### config.mk
export PLATFORM = sky130hd
export DESIGN_NAME = sequence_player_flat
export DESIGN_NICKNAME = d
export VERILOG_FILES = /design/src/rtl/synth_seq_pkg.sv /design/src/rtl/sequence_player_if.sv /design/src/rtl/sequence_player.sv /design/src/flat_wrapper.sv
export SDC_FILE = /design/constraint.sdc
export NUM_CORES = 1
export LEC_CHECK = 0
export ABC_CLOCK_PERIOD_IN_PS = 4920
export CORE_MARGIN = 1.5
export CORE_UTILIZATION = 50
export DETAILED_ROUTE_END_ITERATION = 7
export GPL_ROUTABILITY_DRIVEN = 0
export GPL_TIMING_DRIVEN = 0
export HOLD_SLACK_MARGIN = 0.06
export PLACE_DENSITY = 0.89
export SLEW_MARGIN = 40
export SYNTH_ARGS = -nofsm -noshare
export SYNTH_HDL_FRONTEND = slang
export SYNTH_SLANG_ARGS = --single-unit
### constraint.sdc
create_clock -name clk -period 4.92 [get_ports clk]
set_clock_uncertainty 0.05 [all_clocks]
set_input_delay 0.738 -clock clk [delete_from_list [all_inputs] [get_ports clk]]
set_output_delay 0.738 -clock clk [all_outputs]
set_load 0.03 [all_outputs]
### src/rtl/synth_seq_pkg.sv
// Shared definitions for the sequence player.
//   ADDR_W          sequence memory address width
//   NOTE_W          notes per step (one enable bit per note)
//   SEQ_LEN_DEFAULT default sequence length in steps
//   player_state_t  playback FSM states
package synth_seq_pkg;

  localparam int ADDR_W          = 11;
  localparam int NOTE_W          = 5;
  localparam int SEQ_LEN_DEFAULT = 1875;

  // ST_REQ : ram_addr presented to the memory
  // ST_CAPT: ram_data valid, captured into notes at cycle end
  // ST_WAIT: holding notes, waiting for the next tick
  typedef enum logic [1:0] {
    ST_IDLE,
    ST_REQ,
    ST_CAPT,
    ST_WAIT
  } player_state_t;

endpackage

### src/rtl/sequence_player_if.sv
// Sequence memory read bus.
//   ram_addr  read address from the player
//   ram_data  read data, valid the cycle after ram_addr (registered read)
// Modports: master = player side, slave = memory side.
interface sequence_player_if #(
  parameter int ADDR_W = synth_seq_pkg::ADDR_W,
  parameter int NOTE_W = synth_seq_pkg::NOTE_W
);

  logic [ADDR_W-1:0] ram_addr;
  logic [NOTE_W-1:0] ram_data;

  modport master (output ram_addr, input  ram_data);
  modport slave  (input  ram_addr, output ram_data);

endinterface

### src/rtl/sequence_player.sv
// Step sequencer playback engine. Walks a note-mask memory one step per
// external tick, presenting each step's mask on notes.
//   clk      single clock, rising edge
//   reset    asynchronous, active-high
//   play     start request (IDLE only, needs length != 0, stop low)
//   stop     abort request, returns to IDLE without done
//   loop     1 = wrap to step 0 after the last step
//   tick     one-cycle step strobe
//   length   steps to play, latched on an accepted play
//   mem      sequence memory read bus (master side)
//   notes    registered note-enable mask for the current step
//   playing  high while not IDLE
//   done     one-cycle pulse when a non-looping pass completes
module sequence_player #(
  parameter int ADDR_W = synth_seq_pkg::ADDR_W,
  parameter int NOTE_W = synth_seq_pkg::NOTE_W
) (
  input  logic                  clk,
  input  logic                  reset,
  input  logic                  play,
  input  logic                  stop,
  input  logic                  loop,
  input  logic                  tick,
  input  logic [ADDR_W-1:0]     length,
  sequence_player_if.master     mem,
  output logic [NOTE_W-1:0]     notes,
  output logic                  playing,
  output logic                  done
);

  import synth_seq_pkg::*;

  player_state_t     r_state;
  logic [ADDR_W-1:0] r_step;
  logic [ADDR_W-1:0] r_len;
  logic              r_pending;
  logic [NOTE_W-1:0] r_notes;
  logic              r_playing;
  logic              r_done;

  logic              w_last;

  assign w_last = (r_step == r_len - ADDR_W'(1));

  always_ff @(posedge clk or posedge reset) begin
    if (reset) begin
      r_state   <= ST_IDLE;
      r_step    <= '0;
      r_len     <= '0;
      r_pending <= 1'b0;
      r_notes   <= '0;
      r_playing <= 1'b0;
      r_done    <= 1'b0;
    end else begin
      r_done <= 1'b0;
      if (stop && (r_state != ST_IDLE)) begin
        r_state   <= ST_IDLE;
        r_step    <= '0;
        r_pending <= 1'b0;
        r_notes   <= '0;
        r_playing <= 1'b0;
      end else begin
        case (r_state)
          ST_IDLE: begin
            if (play && !stop && (length != '0)) begin
              r_len     <= length;
              r_step    <= '0;
              r_pending <= 1'b0;
              r_playing <= 1'b1;
              r_state   <= ST_REQ;
            end
          end
          ST_REQ: begin
            // A tick during the fetch is remembered once; extra ticks drop.
            if (tick) r_pending <= 1'b1;
            r_state <= ST_CAPT;
          end
          ST_CAPT: begin
            if (tick) r_pending <= 1'b1;
            r_notes <= mem.ram_data;
            r_state <= ST_WAIT;
          end
          ST_WAIT: begin
            if (tick || r_pending) begin
              r_pending <= 1'b0;
              if (!w_last) begin
                r_step  <= r_step + ADDR_W'(1);
                r_state <= ST_REQ;
              end else if (loop) begin
                r_step  <= '0;
                r_state <= ST_REQ;
              end else begin
                // Step is cleared here so ram_addr reads 0 throughout IDLE.
                r_step    <= '0;
                r_notes   <= '0;
                r_done    <= 1'b1;
                r_playing <= 1'b0;
                r_state   <= ST_IDLE;
              end
            end
          end
          default: begin
            r_state <= ST_IDLE;
          end
        endcase
      end
    end
  end

  assign mem.ram_addr = r_step;
  assign notes        = r_notes;
  assign playing      = r_playing;
  assign done         = r_done;

endmodule

### src/flat_wrapper.sv
// flat-port wrapper written by rule: the top's interface ports become plain ports
module sequence_player_flat import synth_seq_pkg::*;
#(
  parameter int ADDR_W = synth_seq_pkg::ADDR_W,
  parameter int NOTE_W = synth_seq_pkg::NOTE_W
)
  (clk, reset, play, stop, loop, tick, length, notes, playing, done, mem_ram_addr, mem_ram_data);
  sequence_player_if #(.ADDR_W(ADDR_W), .NOTE_W(NOTE_W)) mem_i ();
  input  logic clk;
  input  logic reset;
  input  logic play;
  input  logic stop;
  input  logic loop;
  input  logic tick;
  input  logic [ADDR_W-1:0] length;
  output logic [NOTE_W-1:0] notes;
  output logic playing;
  output logic done;
  output wire logic [$bits(mem_i.ram_addr)-1:0] mem_ram_addr;
  input wire logic [$bits(mem_i.ram_data)-1:0] mem_ram_data;
  assign mem_ram_addr = mem_i.ram_addr;
  assign mem_i.ram_data = mem_ram_data;
  sequence_player #(.ADDR_W(ADDR_W), .NOTE_W(NOTE_W)) u_core (.clk(clk), .reset(reset), .play(play), .stop(stop), .loop(loop), .tick(tick), .length(length), .mem(mem_i), .notes(notes), .playing(playing), .done(done));
endmodule
==> reports/metrics.yaml, run 1 <==
global_route:
  grt_pass1_vias: 1577
  antenna_found_initial: 0
  grt-ovfl-total: 0
  grt_max_degree: 33
  grt_pass1_wl_um: 7350
  grt_use_total_pct: 22.8
synth:
  synth_top_area_share_pct: 41.6
  synth_area_leaders: "dfrtp_1 42%, mux2_2 7.0%, a22o_1 5.5%, ha_1 3.9%, xnor2_1 3.6%"
  synth_edf_count: 0
  synth_area_per_cell_um2: 9.77
  synth-simple-area-share_pct: 19.0
  synth_compound_area_share_pct: 18.7
  async_flop_share_pct: 100
  synth_fa_ha_area_share_pct: 3.90
  syn_area_um2: 1930
  synth_nets: 225
  yosysWarnings: 0
  syn-instance-count: 197
  synth_top_family_by_area: "simple AND/OR/NAND/NOR gates"
  synth_mux_area_share_pct: 7.02
  yosys.area.top_type: "dfrtp_1"
  synth_seq_area_share_pct: 41.6
  yosys_register_bits: 32
  synth.distinct_cells: 45
  synthFlopType: "dfrtp_1"
  synthXorXnorAreaFrac_pct: 5.91
finish:
  area_growth_pct: 28.4
  multiInputGateArea_um2: 1050
  nNetsFinal: 271
  fillers: 312
  finalNonFillerCells: 291
  layout-drive-gt1-share_pct: 11.1
  seq_area_um2: 801
  diodes: 0
timing:
  final_max_slew_viol_count: 0
  fmax_mhz: 352
  grt_setup_unrepaired: "no"
  fin_tns_setup_ns: 0
  hold_viol: 0
  worstMarginPinSlew_ns: 0.651
  setup_viol: 0
  worst_slack_ns: 2.08
  whs_ns: 0.457
  max-slew-margin-rel_pct: 56.5
  fin_crit_sh_pct: 57.8
  period_minus_slack_ns: 2.84
placement:
  dp_slack_ns: 1.77
  dp_hpwl_um: 3150
  io_buffers: 39
  dp.cells: 284
route:
  finalWirelength_um: 4140
  remaining_drc_errors: 0
  detail_route.wl_per_cell_um: 14.2
  drt_pass1_iterations: 4
  vias: 1640
  drt_iter0_markers: 136
  vias_per_cell: 5.64
  detail-route-antenna-nets: 0
cts:
  root_buffer: "clkbuf_8"
  cts_tree: "built"
  cts_buffers: 5
  clock-sinks: 32
  clock_latency_ns: 0.29
  path_clk_slew_ns: 0.07
  ctsHoldBuffers: 0
  cts_setup_buffers: 0
  ctsResizeCount: 0
  htree_levels: 2
  cts_buffer_depth: 2
critical_path:
  crit_path_max_incr_delay_ns: 0.54
  cp_data_required_time_ns: 5.05
  slowest_stage: "a21oi_1"
  cp_cell_sequence: "clkdlybuf4s50_1, nor4_1, a311oi_1, nand2b_1, nand2_1, a21oi_1, o21ai_1, a22o_1"
  critPathTopFamily: "compound AO/OA/AOI/OAI gates"
  critPathBufInv: 1
  crit_fanout: 9
  startpoint_type: "input port"
  crit_arrival_ns: 2.97
  worst_setup_path_end_kind: "register"
  crit_type: "input port to register"
floorplanning:
  coreArea_um2: 3690
  die_x_um: 65.1
  die-area_um2: 4230
  start_util_pct: 52.2
  dieHeight_um: 65.1
  io_pins: 40
  rows: 22
pwr:
  power_switching_uw: 541
  power_mw: 1.31
  switching_share_pct: 41.4
  irDropWorstVdd_mv: 0.339
  combPwrFrac_pct: 50.1
  cellPowerDensity_nw_per_um2: 528
  p_leak_nw: 1.06
  p_int_uw: 765
  pwr-share-seq_pct: 33.4
  clockPowerShare_pct: 16.5
run_status:
  status: "finished clean"
flow_run:
  maxCapViolations: 0
min_path:
  hp-class: "register to register"
synthesized netlist by cell type (2+ instances only):
cell type	count
o21ai_0	4
nor4_1	2
o21ai_1	9
o31ai_1	4
a22o_1	12
nand3b_1	2
nor2b_1	6
xnor2_1	8
xor2_1	5
buf_2	2
a21oi_1	8
dfrtp_1	32
clkbuf_1	3
nand4_1	4
and3_1	5
inv_1	11
nand2_1	13
mux2_2	12
nand2b_1	3
a31oi_1	2
nand3_1	4
ha_1	6
a311oi_1	2
nor3_1	8
o21bai_1	2
nor2_1	9
state kept, by name, indices dropped and copies added (netlist names):
register             count
u_core.r_len            11
u_core.playing           1
u_core.done              1
u_core.notes             5
u_core.r_state           2
u_core.r_pending         1
u_core.mem.ram_addr     11
final cells by class:
type	instances	share of cell area, %
clock buffers	7	3.90
flip-flops and latches	32	32.4
plain buffers	6	1.32
well taps	48	2.43
repair buffers	39	15.8
multi-input cells	148	42.5
inverters	11	1.67
kinds of logic (layout without fill, tap and decap cells):
family / count (synthesis) / in the layout
xor+xnor: 13 / 13
flops: 32 / 32
simple gates: 65 / 65
buf+inv: 17 / 63
compound gates: 52 / 52
mux: 12 / 12
fa+ha+maj: 6 / 6
path summary, 6_finish.rpt:
check / from / end / slack (ns) / cells after the start
setup / recovery: length[8] / u_core.mem.ram_addr[10] / 2.08 / 8
hold / removal: u_core.notes[3] / u_core.notes[3] / 0.46 / 1
setup reg to reg: u_core.r_len[0] / u_core.notes[4] / 2.31 / 10
hold reg to reg: u_core.notes[3] / u_core.notes[3] / 0.46 / 1
max in group asynchronous: reset / u_core.playing / 3.58 / 2
min in group asynchronous: reset / u_core.notes[2] / 0.81 / 2
layout by cell type, fill, tap and decap left out, types with 2 or more instances in the layout:
cell / n
and3_1: 5
ha_1: 6
a31oi_1: 2
nor4_1: 2
inv_1: 10
o21bai_1: 2
a22o_1: 12
o21ai_0: 4
mux2_2: 12
clkdlybuf4s50_1: 39
nand2_1: 13
clkbuf_8: 7
nand2b_1: 3
nor2b_1: 6
o31ai_1: 4
a21oi_1: 8
nor2_1: 9
o21ai_1: 9
nand4_1: 4
buf_2: 2
a311oi_1: 2
nand3_1: 4
nand3b_1: 2
clkbuf_1: 3
xor2_1: 5
nor3_1: 8
dfrtp_1: 32
xnor2_1: 8
per-layer routing:
layer | wire, µm | GRT usage [%]
met4 | 85 | 9.11
met1 | 1960 | 30.0
met2 | 1880 | 36.1
met3 | 213 | 5.73
met5 | 0 | 0
per-stage QoR:
stage | area (µm²) | util (%)
finish | 2470 | 67.0
global placement | 2380 | 64.4
global route | 2470 | 67.0
detailed placement | 2380 | 64.4
floorplan | 1930 | -
CTS | 2470 | 67.0
power by group through the flow:
stage	clock network, mW	logic (mW)	registers (mW)
6_report	0.215	0.654	0.437
5_1_grt	0.235	0.730	0.447
4_1_cts	0.219	0.656	0.434
3_5_place_dp	0	0.653	0.436
3_3_place_gp	0	0.627	0.432
2_1_floorplan	0	0.438	0.469
Note: power is estimated with default switching activity, not from simulation.
==> inputs of run 2 (changes only) <==
--- a/config.mk
+++ b/config.mk
@@ -5,7 +5,7 @@
 export SDC_FILE = /design/constraint.sdc
 export NUM_CORES = 1
 export LEC_CHECK = 0
-export ABC_CLOCK_PERIOD_IN_PS = 4920
+export ABC_CLOCK_PERIOD_IN_PS = 2800
 export CORE_MARGIN = 1.5
 export CORE_UTILIZATION = 50
 export DETAILED_ROUTE_END_ITERATION = 7
==> constraint.sdc (replaced) <==
create_clock -name clk -period 2.8 [get_ports clk]
set_clock_uncertainty 0.05 [all_clocks]
set_input_delay 0.42 -clock clk [delete_from_list [all_inputs] [get_ports clk]]
set_output_delay 0.42 -clock clk [all_outputs]
set_load 0.03 [all_outputs]
==> run 2 against run 1 <==
Against the previous run:
- cell count fell by 0.34%
- critical path type is now register to register
- clock power rose by 76%
- sequential share of layout area is essentially flat
- count of clock-buffer cells in the layout did not move
- wire length is 0.24% lower
==> reports/metrics.yaml, run 2 (synthesis results as in run 1) <==
finish:
  final_cell_mix: "39 x clkdlybuf4s50_1, 32 x dfrtp_1, 13 x nand2_1, 12 x mux2_2, 12 x a22o_1"
  nNetsFinal: 270
  area_growth_pct: 28.2
  finalNonFillerCells: 290
  mostFrequentLayoutCell: "clkdlybuf4s50_1"
  layout-drive-gt1-share_pct: 11.2
  diodes: 0
route:
  finalWirelength_um: 4130
  drt_pass1_iterations: 4
  vias_per_cell: 5.63
  drt_iter0_markers: 102
  detail-route-antenna-nets: 0
  remaining_drc_errors: 0
  detail_route.wl_per_cell_um: 14.3
  vias: 1634
timing:
  fin_tns_setup_ns: 0
  worst_slack_ns: 0.257
  setup_viol: 0
  final_max_slew_viol_count: 0
  grt_setup_unrepaired: "no"
  worstMarginPinSlew_ns: 0.650
  fin_crit_sh_pct: 90.8
  fmax_mhz: 393
  hold_viol: 0
  whs_ns: 0.457
  max-slew-margin-rel_pct: 56.6
  period_minus_slack_ns: 2.54
pwr:
  power_mw: 2.29
  power_switching_uw: 949
  p_leak_nw: 1.06
  p_int_mw: 1.35
  switching_share_pct: 41.4
  clockPowerShare_pct: 16.5
  pwr-share-seq_pct: 33.4
  combPwrFrac_pct: 50.1
  cellPowerDensity_nw_per_um2: 929
  irDropWorstVdd_mv: 0.597
cts:
  clock-sinks: 32
  clock_latency_ns: 0.29
  path_clk_slew_ns: 0.06
  ctsHoldBuffers: 0
  cts_tree: "built"
  htree_levels: 2
  root_buffer: "clkbuf_8"
  cts_buffer_depth: 2
  cts_setup_buffers: 0
  cts_buffers: 5
critical_path:
  rr_worst_depth: 8
  critPathCapture: "u_core.notes[4]"
  crit_fanout: 9
  worst_setup_path_end_kind: "register"
  rr_endpoint: "u_core.notes[4]"
  crit_type: "register to register"
  cp_data_required_time_ns: 2.92
  crit_arrival_ns: 2.67
  rr_startpoint: "u_core.r_len[2]"
  startpoint_type: "register"
  startpoint: "u_core.r_len[2]"
  r2r_slack_ns: 0.26
floorplanning:
  rows: 22
  coreArea_um2: 3690
  dieHeight_um: 65.1
  die-area_um2: 4230
  start_util_pct: 52.2
  io_pins: 40
  die_x_um: 65.1
global_route:
  antenna_found_initial: 0
  grt_pass1_wl_um: 7350
  grt_pass1_vias: 1577
  grt-ovfl-total: 0
  grt_use_total_pct: 22.8
  grt_max_degree: 33
flow_run:
  maxCapViolations: 0
placement:
  dp_slack_ns: -0.0307
  io_buffers: 39
  dp_hpwl_um: 3150
  dp.cells: 284
run_status:
  status: "finished clean"
min_path:
  hp-class: "register to register"
run 2: cell count changes in the layout (fill, tap and decap cells not counted):
cell / before / now
clkbuf_1: 3 / 2
run 2: stage by stage:
step | utilization [%] | cell area (µm²)
2_1_floorplan | - | 1930
3_3_place_gp | 64.4 | 2380
3_5_place_dp | 64.4 | 2380
4_1_cts | 67.0 | 2470
5_1_grt | 66.9 | 2470
6_report | 66.9 | 2470
run 2: repair_timing:
item | CTS | global route
setup endpoints to repair | 0 | 9
resized for setup | 0 | 0
hold endpoints to repair | 0 | 0
run 2: how the worst min path moves through the flow:
| stage | to | cells after the start | slack, ns | start |
|---|---|---|---|---|
| final | u_core.notes[3] | 1 | 0.46 | u_core.notes[3] |
| after CTS | u_core.notes[3] | 1 | 0.46 | u_core.notes[3] |
| after detailed placement | u_core.notes[3] | 1 | 0.43 | u_core.notes[3] |
| after global routing | u_core.notes[3] | 1 | 0.48 | u_core.notes[3] |
| after global placement | u_core.notes[0] | 1 | 0.44 | u_core.notes[0] |
| after floorplan | u_core.r_state[0] | 2 | 0.44 | u_core.r_state[0] |
run 2: layer usage:
| layer | up-vias | part of all wire [%] | GRT usage (%) |
|---|---|---|---|
| li1 | 814 | - | - |
| met1 | 766 | 48 | 30.0 |
| met2 | 46 | 46 | 36.1 |
| met3 | 8 | 4.5 | 5.73 |
| met4 | 0 | 2.1 | 9.11 |
| met5 | - | 0 | 0 |
run 2: power groups by stage:
stage	Sequential [mW]	Clock, mW	Combinational (mW)
after floorplan	0.825	0	0.770
after global placement	0.760	0	1.10
after detailed placement	0.767	0	1.15
after CTS	0.763	0.384	1.15
after global routing	0.786	0.412	1.28
final	0.767	0.378	1.15
run 2: cell type report:
cell class	count	area [µm²]
repair buffers	39	390
multi-input cells	148	1050
clock buffers	7	96.3
fillers	313	1220
plain buffers	5	28.8
flip-flops and latches	32	801
inverters	11	41.3
well taps	48	60.1
run 2: worst max-delay path, cell delays in order, from the launching register on:
cell and delay, ns:
dfrtp_1 0.37, buf_2 0.18, nor4_4 0.51, and4_1 0.27, o21ai_1 0.06, a211o_1 0.32, o31ai_2 0.24, o21ai_1 0.21
a22o_1 0.23
